**src/rtl/seq_alu.sv**
```systemverilog
// Multi-cycle ALU with valid/ready handshakes on both sides and registered result/flags.
// Logic/arith/move ops finish in one cycle; shifts iterate one bit per cycle; MUL is shift-add.
module seq_alu #(
   parameter int unsigned WIDTH = 16,
   parameter int unsigned IMM_W = 3,
   parameter int unsigned SHW   = 4
) (
   input  logic             clk,
   input  logic             rst,
   input  logic             in_valid,
   output logic             in_ready,
   input  logic [3:0]       op,
   input  logic [WIDTH-1:0] a,
   input  logic [WIDTH-1:0] b,
   input  logic             imm_en,
   input  logic [IMM_W-1:0] imm,
   input  logic [SHW-1:0]   shamt,
   output logic             out_valid,
   input  logic             out_ready,
   output logic [WIDTH-1:0] result,
   output logic [3:0]       szcv,
   output logic             res_we,
   output logic             err
);

   localparam int unsigned CW = SHW + 1;

   localparam logic [3:0] OP_ADD = 4'b0000;
   localparam logic [3:0] OP_SUB = 4'b0001;
   localparam logic [3:0] OP_AND = 4'b0010;
   localparam logic [3:0] OP_OR  = 4'b0011;
   localparam logic [3:0] OP_XOR = 4'b0100;
   localparam logic [3:0] OP_CMP = 4'b0101;
   localparam logic [3:0] OP_MOV = 4'b0110;
   localparam logic [3:0] OP_MUL = 4'b0111;
   localparam logic [3:0] OP_SLL = 4'b1000;
   localparam logic [3:0] OP_ROL = 4'b1001;
   localparam logic [3:0] OP_SRL = 4'b1010;
   localparam logic [3:0] OP_SRA = 4'b1011;

   typedef enum logic [1:0] {IDLE, BUSY, DONE} state_t;

   state_t           state, state_d;
   logic [3:0]       op_q, op_d;
   logic [WIDTH-1:0] lo, lo_d;
   logic [WIDTH-1:0] hi, hi_d;
   logic [WIDTH-1:0] mcand, mcand_d;
   logic [CW-1:0]    cnt, cnt_d;
   logic [WIDTH-1:0] result_d;
   logic [3:0]       szcv_d;
   logic             res_we_d, err_d;

   logic [WIDTH-1:0] b_eff;
   logic [WIDTH:0]   sum_add, sum_sub;
   logic [WIDTH-1:0] q_res;
   logic             q_c, q_v, q_we, q_err;

   logic [WIDTH:0]   madd;
   logic [WIDTH-1:0] s_lo, s_hi;
   logic             s_c;
   logic             accept;

   // Single-cycle results, evaluated on the live inputs for the accept edge
   always_comb begin
      b_eff   = (imm_en && (op <= OP_MOV)) ? WIDTH'(imm) : b;
      sum_add = {1'b0, a} + {1'b0, b_eff};
      sum_sub = {1'b0, a} + {1'b0, ~b_eff} + {{WIDTH{1'b0}}, 1'b1};
      q_res   = '0;
      q_c     = 1'b0;
      q_v     = 1'b0;
      q_we    = 1'b1;
      q_err   = 1'b0;
      case (op)
         OP_ADD: begin
            q_res = sum_add[WIDTH-1:0];
            q_c   = sum_add[WIDTH];
            q_v   = (a[WIDTH-1] == b_eff[WIDTH-1]) && (q_res[WIDTH-1] != a[WIDTH-1]);
         end
         OP_SUB, OP_CMP: begin
            q_res = sum_sub[WIDTH-1:0];
            q_c   = sum_sub[WIDTH];
            q_v   = (a[WIDTH-1] != b_eff[WIDTH-1]) && (q_res[WIDTH-1] != a[WIDTH-1]);
            q_we  = (op != OP_CMP);
         end
         OP_AND: q_res = a & b_eff;
         OP_OR:  q_res = a | b_eff;
         OP_XOR: q_res = a ^ b_eff;
         OP_MOV: q_res = b_eff;
         OP_MUL: q_res = '0;
         OP_SLL, OP_ROL, OP_SRL, OP_SRA: q_res = a;
         default: begin
            q_err = 1'b1;
            q_we  = 1'b0;
         end
      endcase
   end

   // One iteration of the latched shift/rotate or multiply
   always_comb begin
      s_lo = lo;
      s_hi = hi;
      s_c  = 1'b0;
      madd = '0;
      case (op_q)
         OP_SLL: begin
            s_c  = lo[WIDTH-1];
            s_lo = {lo[WIDTH-2:0], 1'b0};
         end
         OP_ROL: s_lo = {lo[WIDTH-2:0], lo[WIDTH-1]};
         OP_SRL: begin
            s_c  = lo[0];
            s_lo = {1'b0, lo[WIDTH-1:1]};
         end
         OP_SRA: begin
            s_c  = lo[0];
            s_lo = {lo[WIDTH-1], lo[WIDTH-1:1]};
         end
         OP_MUL: begin
            madd         = {1'b0, hi} + (lo[0] ? {1'b0, mcand} : '0);
            {s_hi, s_lo} = {madd, lo[WIDTH-1:1]};
         end
         default: ;
      endcase
   end

   always_ff @(posedge clk) begin
      if (!rst) begin
         state  <= IDLE;
         op_q   <= '0;
         lo     <= '0;
         hi     <= '0;
         mcand  <= '0;
         cnt    <= '0;
         result <= '0;
         szcv   <= '0;
         res_we <= 1'b0;
         err    <= 1'b0;
      end else begin
         state  <= state_d;
         op_q   <= op_d;
         lo     <= lo_d;
         hi     <= hi_d;
         mcand  <= mcand_d;
         cnt    <= cnt_d;
         result <= result_d;
         szcv   <= szcv_d;
         res_we <= res_we_d;
         err    <= err_d;
      end
   end

   assign out_valid = (state == DONE);

   always_comb begin
      state_d  = state;
      op_d     = op_q;
      lo_d     = lo;
      hi_d     = hi;
      mcand_d  = mcand;
      cnt_d    = cnt;
      result_d = result;
      szcv_d   = szcv;
      res_we_d = res_we;
      err_d    = err;
      in_ready = (state == IDLE) || ((state == DONE) && out_ready);
      accept   = in_valid && in_ready;

      case (state)
         BUSY: begin
            lo_d  = s_lo;
            hi_d  = s_hi;
            cnt_d = cnt - CW'(1);
            if (cnt == CW'(1)) begin
               state_d  = DONE;
               result_d = s_lo;
               szcv_d   = {s_lo[WIDTH-1], (s_lo == '0), (op_q == OP_MUL) ? (|s_hi) : s_c, 1'b0};
               res_we_d = 1'b1;
               err_d    = 1'b0;
            end
         end
         DONE: if (out_ready && !in_valid) state_d = IDLE;
         default: ;
      endcase

      // A new request (from IDLE, or back-to-back out of DONE) overrides the above
      if (accept) begin
         op_d    = op;
         lo_d    = a;
         hi_d    = '0;
         mcand_d = b;
         if (op == OP_MUL) begin
            state_d = BUSY;
            cnt_d   = CW'(WIDTH);
         end else if ((op[3:2] == 2'b10) && (shamt != '0)) begin
            state_d = BUSY;
            cnt_d   = CW'(shamt);
         end else begin
            state_d  = DONE;
            result_d = q_res;
            szcv_d   = {q_res[WIDTH-1], (q_res == '0), q_c, q_v};
            res_we_d = q_we;
            err_d    = q_err;
         end
      end
   end

endmodule

```
**config.mk**
```make
export PLATFORM = sky130hd
export DESIGN_NAME = seq_alu
export DESIGN_NICKNAME = d
export VERILOG_FILES = /design/src/rtl/seq_alu.sv
export SDC_FILE = /design/constraint.sdc
export NUM_CORES = 1
export LEC_CHECK = 0
export BUFFER_PORTS_ARGS = -buffer_cell sky130_fd_sc_hd__clkbuf_2
export CORE_ASPECT_RATIO = 1.4
export CORE_UTILIZATION = 25
export CTS_CLUSTER_DIAMETER = 100
export DETAILED_ROUTE_END_ITERATION = 6
export PLACE_DENSITY_LB_ADDON = 0.25
export SYNTH_ARGS = -nofsm -noshare
export SYNTH_HDL_FRONTEND = slang
export SYNTH_SLANG_ARGS = --single-unit
```
**constraint.sdc**
```tcl
create_clock -name clk -period 3.97 [get_ports clk]
set_input_delay 0.1985 -clock clk [delete_from_list [all_inputs] [get_ports clk]]
set_output_delay 0.1985 -clock clk [all_outputs]
set_load 0.05 [all_outputs]
```
[Yosys cells after proc, flatten, opt, wreduce, memory -nomap -nowiden]
Index checks and enable logic that the tools add are counted.
Operators by class
  $lt $le $gt $ge: 1
  reductions and logical operators: 24
  multiplexer cells: 43
  eq/ne operators: 27
  bitwise logic cells: 5
  $add $sub $neg: 5
Operators by type and width (count)
  $mux W16: 10
  $pmux W16 S7: 1
  $pmux W16 S5: 1
  $add A16 B16 Y17: 3
  $eq A4 B4 Y1 const B: 8
  $logic_not A16 Y1: 2
  $eq A4 B3 Y1 const B: 5
  $mux W4: 5
  $mux W5: 4
  $add A17 B1 Y17 const B: 1
  $and A16 B16 Y16: 1
  $not A16 Y16: 1
  $or A16 B16 Y16: 1
  $reduce_or A16 Y1: 1
  $xor A16 B16 Y16: 1
  $mux W1: 12
  $reduce_or A11 Y1: 1
  $mux W2: 5
  $reduce_or A9 Y1: 1
  $eq A4 B2 Y1 const B: 2
  $pmux W1 S2: 4
  $logic_and A1 B1 Y1: 7
  $reduce_or A2 Y1: 3
  $eq A5 B1 Y1 const B: 1
  other kinds (21): 24
Storage, ports and cells
  input port bits: 48
  output and inout port bits: 24
  flip-flop bits (word level): 81
  logic and storage cells: 115

[Logic depth before layout (Yosys ltp)]
Gate-level depths: netlist of the first run.
  word-level depth: 12
  gate-level depth with buffers: 17
  gate-level depth less buffers: 14

[Worst setup path after synthesis of the first run]
Ideal clock, no wire load.
  path type: in2reg
  start point: input op[1]
  end point: register szcv[2]
  setup slack: -0.001 ns
  arrival: 3.875 ns
  stages: 16
  buffers on the path: 2
  library setup time: 0.096 ns
  data required time: 3.874 ns
  path through: buf_2 -> and3_1 -> or2_1 -> buf_6 -> mux2_2 -> ha_1 -> fa_1 -> a211o_1 -> a2111oi_0 -> o21bai_1 -> a2111oi_0 -> o31ai_1 -> nand2_1 -> o311a_1 -> nand3_1 -> o41ai_2
On the way
  longest elaborated chain between the ends: 11
  elaborated cells on any way between the ends: 29
  classes of those cells: 3 x add/sub; 1 x order compare; 11 x eq/ne; 5 x mux; 4 x bitwise; 5 x reduce/logical
RTL lines
  start: declaration: line 12  | input logic [3:0] op,
  $le A4 B3 Y1: line 65  | b_eff = (imm_en && (op <= OP_MOV)) ? WIDTH'(imm) : b;
  $logic_and A1 B1 Y1: line 65
  $mux W16: line 65
  $not A16 Y16: line 67  | sum_sub = {1'b0, a} + {1'b0, ~b_eff} + {{WIDTH{1'b0}}, 1'b1};
  $add A16 B16 Y17: line 67
  $add A17 B1 Y17: line 67
  $pmux W16 S7: line 73  | case (op)
  $logic_not A16 Y1: line 200  | szcv_d = {q_res[WIDTH-1], (q_res == '0), q_c, q_v};
  $mux W4: line 194  | end else if ((op[3:2] == 2'b10) && (shamt != '0)) begin
  $mux W4 *: line 191  | if (op == OP_MUL) begin
  $mux W4 *: line 186  | if (accept) begin
  end signal: assignment: line 146  | szcv <= szcv_d;
  end: declaration: line 21  | output logic [3:0] szcv,
Every way passes the cells marked *; elsewhere a longest branch is shown, timed or not.
A chain may end at the register's enable or synchronous reset.

[Final worst setup path of the first run]
  start point: input op[2]
  end point: register szcv[2]
The elaborated chain is that of the path after synthesis.

==> results of run 1 <==
-- per-layer routing --
metal / up-vias / global-route usage [%] / wire length, um
met5: - / 0 / 0
met4: 0 / 13.55 / 2138
met3: 101 / 1.223 / 835
met2: 267 / 37.37 / 16570
met1: 4132 / 20.23 / 12010
li1: 4136 / - / -
-- cell families after synthesis --
group | after synthesis | share of synthesized area [%]
AO/OA/AOI/OAI | 353 | 31.45
XOR/XNOR | 25 | 2.780
adder cells (fa/ha/maj) | 81 | 13.15
buffers and inverters | 128 | 6.306
flip-flops | 81 | 20.58
multiplexers | 9 | 1.255
AND/OR/NAND/NOR | 394 | 24.48
-- synth_stat cells (all sizes together) (7+ instances only) --
cell type  instances  area, um^2
a2111oi            7       80.08
a211oi            25       187.7
a21boi            28       210.2
a21o              15       112.6
a21oi             72       360.4
a222oi            15       150.1
a22oi             32       240.2
and2              34       212.7
clkbuf            62       232.7
dfxtp             81        1622
ha                78       975.9
inv               60       225.2
nand2            142       533.0
nand3             16       80.08
nand4             13       81.33
nor2              85       319.1
nor2b             26       162.7
nor3              20       100.1
nor4               9       62.56
o211ai            16       120.1
o21a              14       105.1
o21ai             56       280.3
o22ai              7       43.79
or2                7       43.80
xnor2             14       122.6
xor2              11       96.34
-- sequential cells by signal, indices dropped and copies added, names as in the netlist --
register	flops
result	16
state	2
err	1
res_we	1
op_q	4
hi	16
cnt	5
mcand	16
szcv	4
lo	16
-- worst register-to-register path: cells and delay by family (launching register included) --
kind | cells | cell delay, ns
fa+ha+maj | 2 | 0.43
flops | 1 | 0.35
compound gates | 5 | 1.66
simple gates | 5 | 1.00
buf+inv | 1 | 0.08
-- path summary, 6_finish.rpt --
kind,start,end,slack [ns],cells after the start
min,b[2],mcand[2],0.12,3
max,op[2],szcv[2],0.16,17
min reg2reg,mcand[4],mcand[4],0.46,2
max reg2reg,lo[0],szcv[1],0.33,13
-- final cells by class --
| class | instances | share of cell area, % |
|---|---|---|
| multi-input cells | 862 | 60.22 |
| flip-flops and latches | 81 | 16.74 |
| repair buffers | 179 | 12.04 |
| well taps | 390 | 5.037 |
| clock buffers | 10 | 2.467 |
| inverters | 60 | 2.325 |
| clock inverters | 6 | 1.175 |
-- stage by stage --
step	TNS [ns]	instances	util (%)
floorplan	0	1071	-
global placement	-0.6174	1572	30.04
detailed placement	-0.7298	1572	30.04
CTS	0	1588	31.18
global route	-0.04315	1588	31.34
finish	0	1588	31.34
-- power by group through the flow --
| stage | sequential [uW] | combinational, uW | clock [uW] |
|---|---|---|---|
| after global routing | 916 | 1170 | 1050 |
| final | 912 | 1080 | 990 |
| after detailed placement | 930 | 1060 | 0 |
| after floorplan | 973 | 585 | 0 |
| after global placement | 930 | 1060 | 0 |
| after CTS | 912 | 1060 | 1020 |
-- repair_timing --
action                                  4_1_cts  5_1_grt
hold buffers                                  0        0
endpoints found under the setup margin        0        3
gates resized for setup                       0       10
==> results.toml, run 1 <==
[grt]
grt_pass1_vias = 8516
grtUsageTotal_pct = 19.44
grt_start_max_net_pins = 67
overflow = 0
grt_pass1_wl_um = 47960
antenna_found_initial = 0

[clock_tree]
cts_root_buffer = "clkbuf_16"
cts_num_sinks = 81
cts_setup_buffers = 0
cts_tree = "done"
clk_latency_ns = 0.35
path_clk_slew_ns = 0.06
cts_buffers = 9
htree_levels = 3
cts_buffer_depth = 2

[finish]
fin_area_um2 = 9687
syn_to_final_growth_pct = 22.97
layout-drive-gt1-share_pct = 18.61
final_nets = 1322
nFillCells = 3313
n_antenna_cell = 0
mostFrequentLayoutCells = "nand2_1 (142), buf_4 (108), nor2_1 (84)"
layout_commonest_cell = "nand2_1"
regArea_um2 = 1622
multi_input_area_um2 = 5833

[route]
postRouteAntennaNets = 0
drc = 0
routed_wl_um = 31550
route.vias.total = 8636
wire_per_inst_um = 19.87
drt_iter0_markers = 781
vias_per_cell = 5.438
first_pass_iters = 7

[setup_path]
cp_common_cell = "buf_4"
cp_num_buf_inv = 3
cpMaxStageDelayCell = "or4_4"
cp_data_required_time_ns = 4.22
endpoint_kind = "flip-flop"
critPathMaxStageDelay_ns = 0.60
cp_top_family = "simple AND/OR/NAND/NOR gates"
startpoint_type = "primary input"
arrival_ns = 4.06
cp_max_fo = 4
worstSetupPathType = "primary input to flip-flop"
worstPathCellList = "clkbuf_2 -> and3_1 -> or2_1 -> mux2_2 -> buf_4 -> ha_1 -> fa_1 -> or2_2 -> a21oi_1 -> buf_4 -> o22ai_1 -> xor2_1 -> o211ai_1 -> or4_4 -> nor4_4 -> nand3_2 -> o41ai_2"

[placed_design]
gp_congestion = 0.9293
dp_slack_ns = -0.3591
dp_hpwl_um = 25010
place_area_um2 = 9283
port_buffers = 71

[synth]
ys_types = 72
synth_flop_cell = "dfxtp_1"
synth_edf_count = 0
syn_area_um2 = 7878
synthCells = 1071
async_reset_ff_share_pct = 0
synth_seq_area_share_pct = 20.58
ys.warnings.count = 0
syn-num-nets = 1200
synth-seq-cells = 81
syn_area_per_cell_um2 = 7.355

[sta]
min_period_over_period_pct = 95.89
finalHoldViolations = 0
setup_slack_ns = 0.1630
finClkSkew_ns = 0.01139
rsz0062_at_grt = "true"
holdWs_ns = 0.1176
finalSetupViolations = 0
relSlewSlack_pct = 19.54
worst_slew_pin_slew_ns = 1.202
timing.fmax_mhz = 262.7
drv_slew = 0
timing.final.crit_period_ns = 3.807

[worst_hold_path]
hold_class = "primary input to flip-flop"

[power_and_ir_drop]
p_leak_uw = 0.004133
clockPowerShare_pct = 33.2
switching_share_pct = 35.43
p_seq_share_pct = 30.6
p_comb_share_pct = 36.2
power.density_nw_per_um2 = 307.9
p_sw_uw = 1057
internal_power_uw = 1926
total_power_uw = 2982
vdd_drop_max_v = 0.0001734

[floorplan]
top_level_ports = 72
rows = 76
die_y_um = 212.0
die_x_um = 152.0
design.core.area_um2 = 30900
start_util_pct = 25.49
die_area_um2 = 32230

[status]
outcome = "finished clean"

[run]
max_cap_viol_count = 0
Note: power is estimated with default switching activity, not from simulation.
==> run 2, diff against run 1 <==
Settings changed: PLACE_DENSITY from default to 0.51, PLACE_DENSITY_LB_ADDON 0.25 to default, SLEW_MARGIN from default to 40.
==> run 2 against run 1 <==
Against the previous run:
- the flow now finishes with violations (DRC)
- clock power decreased by 10%
- non-clock buffer count decreased by 12
- core utilization decreased by 0.43 points
- global-route usage about the same
- critical endpoint unchanged
- register-to-register slack improved by 0.03 ns
==> results.toml, run 2 (synthesized netlist as in run 1, its figures left out) <==
[status]
outcome = "complete, but fails checks"
failed_checks = "DRC"

[sta]
min_period_over_period_pct = 97.02
timing.fmax_mhz = 259.6
finClkSkew_ns = 0.01015
finalSetupViolations = 0
drv_slew = 0
relSlewSlack_pct = 41.12
finalHoldViolations = 0
worst_slew_pin_slew_ns = 0.8814
timing.final.crit_period_ns = 3.852

[power_and_ir_drop]
power.density_nw_per_um2 = 299.8
vdd_drop_max_v = 0.0001702
p_leak_uw = 0.004067

[grt]
grtUsageTotal_pct = 19.46
grt_pass1_wl_um = 48270
overflow = 0
grt_pass1_vias = 8485
antenna_found_initial = 0
grt_start_max_net_pins = 67

[setup_path]
endpoint_kind = "flip-flop"
timing.rr.start = "lo[0]"
cp_data_required_time_ns = 4.22
cp_max_fo = 3
arrival_ns = 4.10
crit_start = "op[2]"
startpoint_type = "primary input"
worstSetupPathType = "primary input to flip-flop"

[route]
route.vias.total = 8437
drc = 9
first_pass_iters = 7
wire_per_inst_um = 19.85
routed_wl_um = 31260
vias_per_cell = 5.357
postRouteAntennaNets = 0
drt_iter0_markers = 689

[clock_tree]
cts_num_sinks = 81
cts_buffer_depth = 2
clk_latency_ns = 0.35
cts_hold_buf = 0
cts_root_buffer = "clkbuf_16"
htree_levels = 3
path_clk_slew_ns = 0.06
cts_tree = "done"
cts_buffers = 9

[worst_hold_path]
hold_class = "primary input to flip-flop"
hold_start = "b[1]"

[finish]
fin_area_um2 = 9555
layout-drive-gt1-share_pct = 18.06
mostFrequentLayoutCells = "nand2_1 (142), buf_4 (96), nor2_1 (81), dfxtp_1 (81), ha_1 (77)"
n_antenna_cell = 0
utilization_pct = 30.92
final_nets = 1310
layout_commonest_cell = "nand2_1"
syn_to_final_growth_pct = 21.30

[placed_design]
port_buffers = 71
place_area_um2 = 9171
dp_hpwl_um = 24760
gp_congestion = 0.9313

[floorplan]
die_area_um2 = 32230
die_y_um = 212.0
die_x_um = 152.0
start_util_pct = 25.49
rows = 76
top_level_ports = 72
design.core.area_um2 = 30900

[run]
max_cap_viol_count = 0
## run 2: changes by cell type in the layout (fill, tap and decap cells not counted), sizes merged
cell,delta
clkbuf,+3
clkinvlp,-2
clkinv,+1
inv,-1
buf,-12
bufinv,-2
## run 2: routing by layer
layer	GRT usage, %	vias up	share of wire, %
li1	-	4122	-
met1	20.08	4018	38
met2	38.94	220	54
met3	1.529	77	3.0
met4	10.20	0	4.7
met5	0	-	0
## run 2: power by group
part | leakage [uW] | switching (uW) | internal, uW
clock | 0.000158 | 337 | 552
sequential | 0.000662 | 48.5 | 866
combinational | 0.00325 | 646 | 415
## run 2: critical path: stages
cell and delay (ns):
clkbuf_2 0.12, and3_1 0.21, or2_4 0.27, mux2_4 0.32
buf_4 0.15, ha_2 0.19, fa_1 0.40, or2_2 0.31
a21oi_2 0.12, buf_4 0.14, nor3_1 0.05, nor3_2 0.21
nand4_1 0.13, or4_4 0.52, nor4_4 0.30, nand3_1 0.15
o41ai_2 0.32
## run 2: cell type report
class                           count  area [um^2]
Clock inverter                      2        35.03
Clock buffer                       13        280.3
Inverter                           60        225.2
Multi-Input combinational cell    862         5829
Tap cell                          390        488.0
Timing Repair Buffer              167         1076
Sequential cell                    81         1622
Fill cell                        3339        21350
## run 2: worst paths after layout
| path | slack (ns) | depth (start not counted) | endpoint |
|---|---|---|---|
| max reg2reg | 0.36 | 13 | szcv[1] |
| min reg2reg | 0.46 | 2 | mcand[11] |
| max | 0.12 | 17 | szcv[2] |
| min | 0.11 | 3 | mcand[1] |
## run 2: what timing repair did
action,CTS,global route
buffers inserted,0,4
gates resized for setup,2,7
setup endpoints to repair,1,4
pin swaps,0,5
## run 2: stage by stage
| step | instances | total power (uW) | setup TNS (ns) | hold WS, ns | setup WS [ns] |
|---|---|---|---|---|---|
| CTS | 1571 | 2862 | 0 | 0.1003 | 0.04329 |
| floorplan | 1071 | 1558 | 0 | 0.3434 | 0.06336 |
| global placement | 1556 | 1967 | -0.7163 | 0.4466 | -0.2691 |
| detailed placement | 1556 | 1969 | -1.149 | 0.4541 | -0.3749 |
| finish | 1575 | 2864 | 0 | 0.1073 | 0.1182 |
| global route | 1575 | 3011 | -0.001102 | 0.1095 | -0.001102 |
==> run 3, diff against run 2 <==
Settings changed: ABC_AREA from default to 1, PLACE_DENSITY 0.51 to 0.5.
==> run 3 against run 2 <==
Against the previous run:
- synthesized area up 3.9%
- sequential cell count unchanged
- sequential share of layout area up 0.47 points
- sequential power up 3.1%
- largest cell class unchanged
- clock power down 2%
- critical endpoint unchanged
- core utilization down 2.1 points
- die area up 3.9%
- final cell count up 21%
- combinational power down 4%
- register-to-register slack better by 0.42 ns
- the run now ends clean
- first-iteration DRC count down 1.3%
- routed wire length up 1.1%
==> results.toml, run 3 <==
[finish]
fin_area_um2 = 9298
n_antenna_cell = 0
layout_commonest_cell = "nand2_1"
mostFrequentLayoutCells = "nand2_1 (398), inv_1 (213), nor2_1 (146)"
final_cells = 1902
final_nets = 1586
syn_to_final_growth_pct = 13.55
layout-drive-gt1-share_pct = 8.892

[worst_hold_path]
hold_class = "primary input to flip-flop"

[clock_tree]
cts_setup_buffers = 0
path_clk_slew_ns = 0.06
cts_root_buffer = "clkbuf_16"
cts_tree = "done"
cts_num_sinks = 81
cts_buffers = 9
cts_hold_buf = 0
htree_levels = 3
post_cts_resized = 0
cts_buffer_depth = 2
clk_latency_ns = 0.35

[route]
top_layer = "met4"
drt-met1-wl_um = 12410
wire_per_inst_um = 16.62
wl_met2_um = 17080
vias_per_cell = 4.745
drc = 0
dr_wl_met3_um = 829
first_pass_iters = 5
drt_iter0_markers = 680
postRouteAntennaNets = 0
routed_wl_um = 31600
route.vias.total = 9025

[setup_path]
arrival_ns = 3.56
startpoint_type = "primary input"
cp_max_fo = 12
endpoint_kind = "flip-flop"
cp_data_required_time_ns = 4.24
worstSetupPathType = "primary input to flip-flop"

[synth]
synth_seq_area_share_pct = 19.80
synth_edf_count = 0
synth_top_family_by_area = "simple AND/OR/NAND/NOR gates"
yosys.area.top_type = "dfxtp_1"
synthMuxAreaShare_pct = 0
synth-seq-cells = 81
synth-xor-area-share_pct = 0.6418
async_reset_ff_share_pct = 0
synthCells = 1405
synthTopCellsByArea = "dfxtp_1 (20%), nand2_1 (18%), ha_1 (12%)"
syn_area_um2 = 8188
syn-num-nets = 1534
ys.warnings.count = 0
synth_adder_area_share_pct = 12.65
ys_types = 48
synth-simple-area-share_pct = 35.83
synth_most_common_cell = "nand2_1"
synth-compound-area-share_pct = 18.05
yosysTopAreaCellShare_pct = 19.80
syn_area_per_cell_um2 = 5.828
synth_common_cells = "nand2_1 (398), inv_1 (214), nor2_1 (146), nand3_1 (109), a21oi_1 (98)"
synth_flop_cell = "dfxtp_1"

[sta]
min_period_over_period_pct = 82.92
finClkSkew_ns = 0.007990
finalHoldViolations = 0
worst_slew_pin_slew_ns = 0.7914
tns_ns = 0
drv_slew = 0
relSlewSlack_pct = 47.18
rsz0062_at_grt = "false"
timing.final.crit_period_ns = 3.292
finalSetupViolations = 0
holdWs_ns = 0.1204
timing.fmax_mhz = 303.8

[power_and_ir_drop]
power.density_nw_per_um2 = 304.2
vdd_drop_max_v = 0.0002306
p_leak_uw = 0.004738

[floorplan]
die_area_um2 = 33490
design.core.area_um2 = 32300
die_x_um = 155.0
top_level_ports = 72
die_y_um = 216.1
rows = 78
start_util_pct = 25.35

[grt]
overflow = 0
grt_pass1_vias = 8874
antenna_found_initial = 0
grt_start_max_net_pins = 37
grtUsageTotal_pct = 19.18
grt_pass1_wl_um = 49130

[placed_design]
place_inst = 1886
port_buffers = 71
place_area_um2 = 8989
gp_congestion = 0.9414
dp_hpwl_um = 26180

[run]
max_cap_viol_count = 0

[status]
outcome = "finished clean"
[run 3: path summary, 6_finish.rpt]
path	startpoint	slack, ns	cells past startpoint	endpoint
setup reg to reg	lo[0]	0.78	21	szcv[1]
hold / removal	shamt[2]	0.12	3	cnt[2]
setup / recovery	op[0]	0.68	18	szcv[2]
hold reg to reg	mcand[2]	0.47	2	mcand[2]
[run 3: cell type report]
cell class                 count  area (um^2)
fill                        3722        23010
multi-input combinational   1053         5500
sequential                    81         1622
inverter                     226        848.3
tap                          440        550.5
timing repair buffer          86        467.9
clock buffer                  14        274.0
clock inverter                 2        35.03
[run 3: routing by layer]
metal | vias up | global-route usage, %
met1 | 4157 | 20.39
met3 | 55 | 1.560
met2 | 183 | 37.67
li1 | 4630 | -
met4 | 0 | 8.647
met5 | - | 0
[run 3: logic make-up (layout without fill, tap and decap cells)]
kind of cell,count (synthesis),count (layout)
fa+ha+maj,81,81
compound gates,259,259
buf+inv,271,328
simple gates,707,707
xor+xnor,6,6
flops,81,81
[run 3: report_power, final]
group,switching [uW],total (uW),internal [uW]
sequential,57.1,942,885
clock,331,870,538
combinational,720,1020,296
[run 3: stage by stage]
step           total power [uW]  util, %  worst slack [ns]
2_1_floorplan              1657        -             1.304
3_3_place_gp               1974    27.83            0.4517
3_5_place_dp               1974    27.83            0.4211
4_1_cts                    2848    28.78            0.6617
5_1_grt                    3004    28.78            0.3140
6_report                   2828    28.78            0.6782
[run 3: critical path, stage by stage]
cell and delay [ns]:
clkbuf_2 0.19, nand3_1 0.13, nand2_2 0.19, inv_2 0.16, nor2_1 0.30, inv_1 0.12
ha_1 0.43, nor3_1 0.47, nand3_1 0.28, nand3_1 0.14, nand2_1 0.06, nand3_1 0.12
nand2_1 0.07, nor2_1 0.20, nand2_1 0.08, nor2_1 0.17, nand4_1 0.12, a21oi_1 0.13
